$ cat src/rtl/key_scanner_pkg.sv
// key_scanner_pkg: FSM states, keypad key codes and board defaults for the keypad scanner
package key_scanner_pkg;
  typedef enum logic [1:0] {KS_SCAN, KS_DEB_PRESS, KS_PRESSED, KS_DEB_REL} ks_state_t;
  localparam int KS_SCAN_DIV_DEFAULT = 50000;
  localparam logic [3:0] KEY_1 = 4'd0;
  localparam logic [3:0] KEY_2 = 4'd1;
  localparam logic [3:0] KEY_3 = 4'd2;
  localparam logic [3:0] KEY_MODE = 4'd3;
  localparam logic [3:0] KEY_4 = 4'd4;
  localparam logic [3:0] KEY_5 = 4'd5;
  localparam logic [3:0] KEY_6 = 4'd6;
  localparam logic [3:0] KEY_PREV = 4'd7;
  localparam logic [3:0] KEY_7 = 4'd8;
  localparam logic [3:0] KEY_8 = 4'd9;
  localparam logic [3:0] KEY_9 = 4'd10;
  localparam logic [3:0] KEY_NEXT = 4'd11;
  localparam logic [3:0] KEY_BACK = 4'd12;
  localparam logic [3:0] KEY_0 = 4'd13;
  localparam logic [3:0] KEY_STOP = 4'd14;
  localparam logic [3:0] KEY_CONFIRM = 4'd15;
  // lowest asserted (low) row wins when several keys share a column
  function automatic logic [1:0] low_row(input logic [3:0] rows);
    return !rows[0] ? 2'd0 : !rows[1] ? 2'd1 : !rows[2] ? 2'd2 : 2'd3;
  endfunction
endpackage

$ cat src/rtl/key_sync.sv
// key_sync: two-flop synchronizer for the active-low keypad row lines
module key_sync (
  input  logic       clk,
  input  logic       rst_n,
  input  logic [3:0] d,
  output logic [3:0] q
);
  logic [3:0] meta;
  // rows reset to idle (all high) so nothing looks pressed out of reset
  always_ff @(posedge clk or negedge rst_n)
    if (!rst_n) {q, meta} <= '1;
    else {q, meta} <= {meta, d};
endmodule

$ cat src/rtl/key_scanner.sv
// key_scanner: 4x4 keypad column scanner with press/release debounce; KEY_REPEAT_EN adds auto-repeat
module key_scanner
  import key_scanner_pkg::*;
#(
  parameter int SCAN_DIV       = KS_SCAN_DIV_DEFAULT,
  parameter int DEBOUNCE_SCANS = 10,
  parameter int REPEAT_DELAY   = 500,
  parameter int REPEAT_RATE    = 100
)(
  input  logic       clk,
  input  logic       rst_n,
  input  logic [3:0] row_in,
  output logic [3:0] col_out,
  output logic [3:0] key_code,
  output logic       key_valid,
  output logic       key_held
);
  localparam int DIV_W = $clog2(SCAN_DIV);
  localparam int DEB_W = DEBOUNCE_SCANS > 1 ? $clog2(DEBOUNCE_SCANS) : 1;
  if (SCAN_DIV < 4 || DEBOUNCE_SCANS < 1 || REPEAT_RATE < 1 || REPEAT_RATE > REPEAT_DELAY) begin : g_bad_params
    $error("key_scanner: invalid parameters");
  end
  logic [3:0] row_s, pat;
  logic [DIV_W-1:0] slot;
  logic [DEB_W-1:0] deb;
  logic [1:0] col, row;
  ks_state_t state;
  logic sample, deb_last, row_up, accept, done_rel, rep_hit;
  key_sync u_sync (.clk(clk), .rst_n(rst_n), .d(row_in), .q(row_s));
  assign sample = slot == DIV_W'(SCAN_DIV - 1);
  assign deb_last = deb == DEB_W'(DEBOUNCE_SCANS - 1);
  assign row_up = row_s[row];
  assign col_out = ~(4'b0001 << col);
  // deb holds one less than the matching-sample count, so the final match triggers the transition
  assign accept = sample && deb_last && ((state == KS_SCAN && row_s != 4'hF) || (state == KS_DEB_PRESS && row_s == pat));
  assign done_rel = sample && deb_last && row_up && (state == KS_PRESSED || state == KS_DEB_REL);
`ifdef KEY_REPEAT_EN
  localparam int REP_W = $clog2(REPEAT_DELAY + 1);
  logic [REP_W-1:0] rep;
  logic rep_step;
  assign rep_step = sample && state == KS_PRESSED && !row_up;
  assign rep_hit = rep_step && rep + 1'b1 == REP_W'(REPEAT_DELAY);
  // counts held samples; after the first repeat it restarts REPEAT_RATE short of the delay
  always_ff @(posedge clk or negedge rst_n)
    if (!rst_n) rep <= '0;
    else if (accept) rep <= '0;
    else if (rep_step) rep <= rep_hit ? REP_W'(REPEAT_DELAY - REPEAT_RATE) : rep + 1'b1;
`else
  assign rep_hit = 1'b0;
`endif
  // free-running slot counter; its last cycle is the row sample point
  always_ff @(posedge clk or negedge rst_n)
    if (!rst_n) slot <= '0;
    else slot <= sample ? '0 : slot + 1'b1;
  // scan/debounce FSM; accept and release override the per-state updates
  always_ff @(posedge clk or negedge rst_n)
    if (!rst_n) begin
      state <= KS_SCAN;
      col <= '0;
      row <= '0;
      pat <= 4'hF;
      deb <= '0;
      key_code <= '0;
      key_valid <= 1'b0;
      key_held <= 1'b0;
    end else begin
      key_valid <= accept | rep_hit;
      if (sample)
        case (state)
          KS_SCAN: begin
            row <= low_row(row_s);
            pat <= row_s;
            if (row_s == 4'hF) col <= col + 2'd1;
            else begin
              state <= KS_DEB_PRESS;
              deb <= DEB_W'(1);
            end
          end
          KS_DEB_PRESS:
            if (row_s != pat) begin
              state <= KS_SCAN;
              col <= col + 2'd1;
              deb <= '0;
            end else deb <= deb + 1'b1;
          KS_PRESSED:
            if (row_up) begin
              state <= KS_DEB_REL;
              deb <= DEB_W'(1);
            end
          KS_DEB_REL:
            if (!row_up) begin
              state <= KS_PRESSED;
              deb <= '0;
            end else deb <= deb + 1'b1;
        endcase
      if (accept) begin
        state <= KS_PRESSED;
        deb <= '0;
        key_code <= {low_row(row_s), col};
        key_held <= 1'b1;
      end
      if (done_rel) begin
        state <= KS_SCAN;
        deb <= '0;
        col <= col + 2'd1;
        key_held <= 1'b0;
      end
    end
endmodule
$ cat config.mk
export PLATFORM = sky130hd
export DESIGN_NAME = key_scanner
export DESIGN_NICKNAME = d
export VERILOG_FILES = /design/src/rtl/key_scanner_pkg.sv /design/src/rtl/key_sync.sv /design/src/rtl/key_scanner.sv
export SDC_FILE = /design/constraint.sdc
export NUM_CORES = 1
export LEC_CHECK = 0
export CORE_MARGIN = 8
export CORE_UTILIZATION = 45
export CTS_CLUSTER_SIZE = 16
export DETAILED_ROUTE_END_ITERATION = 8
export PLACE_DENSITY = 0.66
export SYNTH_ARGS = -nofsm -noshare
export SYNTH_HDL_FRONTEND = slang
export SYNTH_SLANG_ARGS = --single-unit
$ cat constraint.sdc
create_clock -name clk -period 4.6 [get_ports clk]
set_clock_uncertainty 0.1 [all_clocks]
set_input_delay 0.46 -clock clk [delete_from_list [all_inputs] [get_ports clk]]
set_output_delay 0.46 -clock clk [all_outputs]
set_load 0.02 [all_outputs]
==> summary.md <==
| Metric | Value |
|---|---|
| Pins over their slew limit | 0 |
| Area leader, netlist | dfrtp_1 |
| Critical path start-end classification | reg -> reg |
| Sequential area share after synthesis | 52.5% |
| Antenna-violating nets left | 0 |
| FMAX | 381 MHz |
| Starting density of the core | 45.9% |
| CTS tree | built |
| PortBufs | 15 |
| WL/cell | 14.8 microns |
| Setup TNS | 0 ns |
| Worst Hold Slack | 0.193 ns |
| Via count | 1,434 |
| Drt pass-1 iters | 4 |
| Synth cell count leaders | 32 x dfrtp_1, 14 x nand2_1, 13 x nor2_1 |
| Synthesized net count | 198 |
| Largest net degree at the start of global routing | 45 |
| I/O pin count | 16 |
| # hold bufs at CTS | 0 |
| DRT met1 WL | 1750 microns |
| Cell count after placement | 253 |
| Synthesized flop and latch total | 44 |
| Met2 WL | 1930 microns |
| Vias in the first global route | 1,512 |
| Power density over the cells | 281 nW/um^2 |
| Headroom to the max-slew limit | 37.7% |
| Synth Cell Area | 2120 sq um |
| Max Used Layer | met4 |
| Diodes inserted | 0 |
| Clock power frac | 39.8% |
| Initial antenna violation count | 0 |
| Sequential power share | 57.8% |
| Outcome | completed |
| Clock slew at reported path FFs | 0.09 ns |
| Via density | 5.49 |
| CP required | 4.69 ns |
| Die height | 84.7 microns |
| Int Power | 540 uW |
| Unrepaired setup endpoints after global routing | false |
| Core Area | 4630 sq um |
| Detailed placement HPWL | 2850 microns |
| Syn avg cell area | 11.5 sq um |
| Die width | 84.7 microns |
| Total Wirelength | 3860 microns |
| Placed Instance Area | 2330 sq um |
| Met3 routed WL | 117 microns |
| Startpoint types | flip-flop |
| CTS sink cnt | 44 |
| CP Max Fanout | 17 |
| Worst-margin pin slew | 0.935 ns |
| Number of DRC markers in iteration 0 | 92 |
| Post-synth EDFFs | 0 |
| Synth unique cells | 45 |
| GR Overflow Total | 0 |
| Final Net Count | 219 |
| Worst skew pair latency | 0.30 ns |
| NetSw | 146 uW |
| Peak supply drop | 216 uV |
| Most frequent cell after synthesis | dfrtp_1 |
| YS warnings | 0 |
| Post-CTS Setup Bufs | 0 |
| Endpoints failing setup | 0 |
| Gate Count Post-Synth | 185 |
| Max Cap Viol | 0 |
| Longest Clk Path Bufs | 2 |
| Top post-synthesis cells by area | dfrtp_1 38%, dfstp_2 15%, xor2_1 4.9% |
| Tcrit/Tclk final | 57.0% |
| Worst endpoint data arrival time | 2.71 ns |
| Die area | 7180 sq um |
| Rows | 25 |
| Global-route wire length before repair | 6850 microns |
| H-tree depth | 2 |
| Synth-to-Final Area Change | 14.9% |
| Layout cell share with drive strength beyond 1 | 18.4% |
| R2R cell count | 5 |
| Final hold viol count | 0 |
| Logic pwr share | 2.4% |
| Root Driver | clkbuf_8 |
| Post-synth top flop | dfrtp_1 |
| DRC violations left | 0 |
| LEAKAGE | 1.07 nW |
| Final Instance Count excl. Fillers | 261 |
| TritonCTS Buffers | 5 |
| Worst min-delay path class | in -> async |
| Post-route cell area | 2440 sq um |
| Asr flop ratio synth | 100% |
| GPL Wtd Cong | 0.910 |
| Switching share of power | 21.3% |
| Fill cells | 402 |
| Top cell type's share of synthesized area | 37.7% |
| Gates resized, CTS repair | 0 |
| Gr usage total | 11.8% |
| Setup crit end kind | flip-flop |
| Min cycle time layout | 2.62 ns |
-- power groups by stage --
stage                     sequential [mW]  clock (mW)  combinational, mW
after global routing                0.397       0.298             0.0189
after floorplan                     0.403           0            0.00433
after global placement              0.404           0             0.0166
final                               0.396       0.273             0.0164
after detailed placement            0.404           0             0.0170
after CTS                           0.396       0.283             0.0171
-- kinds of logic (layout without fill, tap and decap cells) --
group / Yosys count / after routing / synth area share, %
compound gates: 27 / 27 / 8.95
xor+xnor: 17 / 17 / 7.01
fa+ha+maj: 7 / 7 / 4.12
buf+inv: 13 / 35 / 2.47
flops: 44 / 44 / 52.5
mux: 12 / 12 / 6.18
simple gates: 65 / 65 / 18.7
-- path summary, 6_finish.rpt --
path,from,to,slack [ns]
worst min register to register,u_sync.meta[3],u_sync.q[3],0.26
worst min-delay path,rst_n,key_valid,0.19
max in group asynchronous,rst_n,slot[8],3.61
min in group clk,u_sync.meta[3],u_sync.q[3],0.26
worst max register to register,slot[0],col[1],1.98
worst max-delay path,slot[0],col[1],1.98
-- final cells by class --
type / count / area [sq um] / area share [%]
inverters: 12 / 45.0 / 1.85
clock inverters: 2 / 17.5 / 0.718
flip-flops and latches: 44 / 1120 / 45.7
well taps: 54 / 67.6 / 2.77
repair buffers: 15 / 145 / 5.95
clock buffers: 6 / 93.8 / 3.84
multi-input cells: 128 / 956 / 39.2
-- stage by stage --
step	power [mW]	worst slack, ns	util (%)
after detailed placement	0.421	1.96	50.3
after CTS	0.696	1.95	52.7
after floorplan	0.407	2.49	-
final	0.686	1.98	52.7
after global routing	0.714	1.76	52.7
after global placement	0.420	2.06	50.3
-- cells in the final DEF, fill, tap and decap left out, types with 2 or more instances in the layout --
cell,count
dfrtp_1,32
nand2_1,14
clkdlybuf4s50_1,14
nor2_1,13
inv_1,12
xor2_1,12
dfstp_2,12
nand4_1,8
mux2_2,8
o21ai_0,7
ha_1,7
nand3_1,6
a21oi_1,5
xnor2_1,5
clkbuf_8,5
and3_1,3
mux2i_1,3
and2_1,2
a22oi_1,2
or4bb_1,2
nor4_4,2
nand3b_1,2
nand2_2,2
o31ai_1,2
o21a_1,2
clkinv_4,2
-- worst max-delay path, stage by stage (launching register included) --
cell and delay [ns]:
dfrtp_1 0.43, ha_1 0.25, nand3_1 0.23, nor4_4 0.83, o2111a_1 0.35, mux2_1 0.33
-- registers in the layout, summed over array words and instances (netlist names), 2 cells and up --
register	cells
row	2
col	2
key_code	4
u_sync.meta	4
state	2
u_sync.q	4
slot	16
deb	4
pat	4
-- per-layer routing --
layer | GRT usage, % | vias up
met4 | 5.18 | 0
met5 | 0 | -
li1 | - | 690
met2 | 19.4 | 20
met1 | 13.8 | 720
met3 | 3.61 | 4
Power figures use the tool's default switching activity.
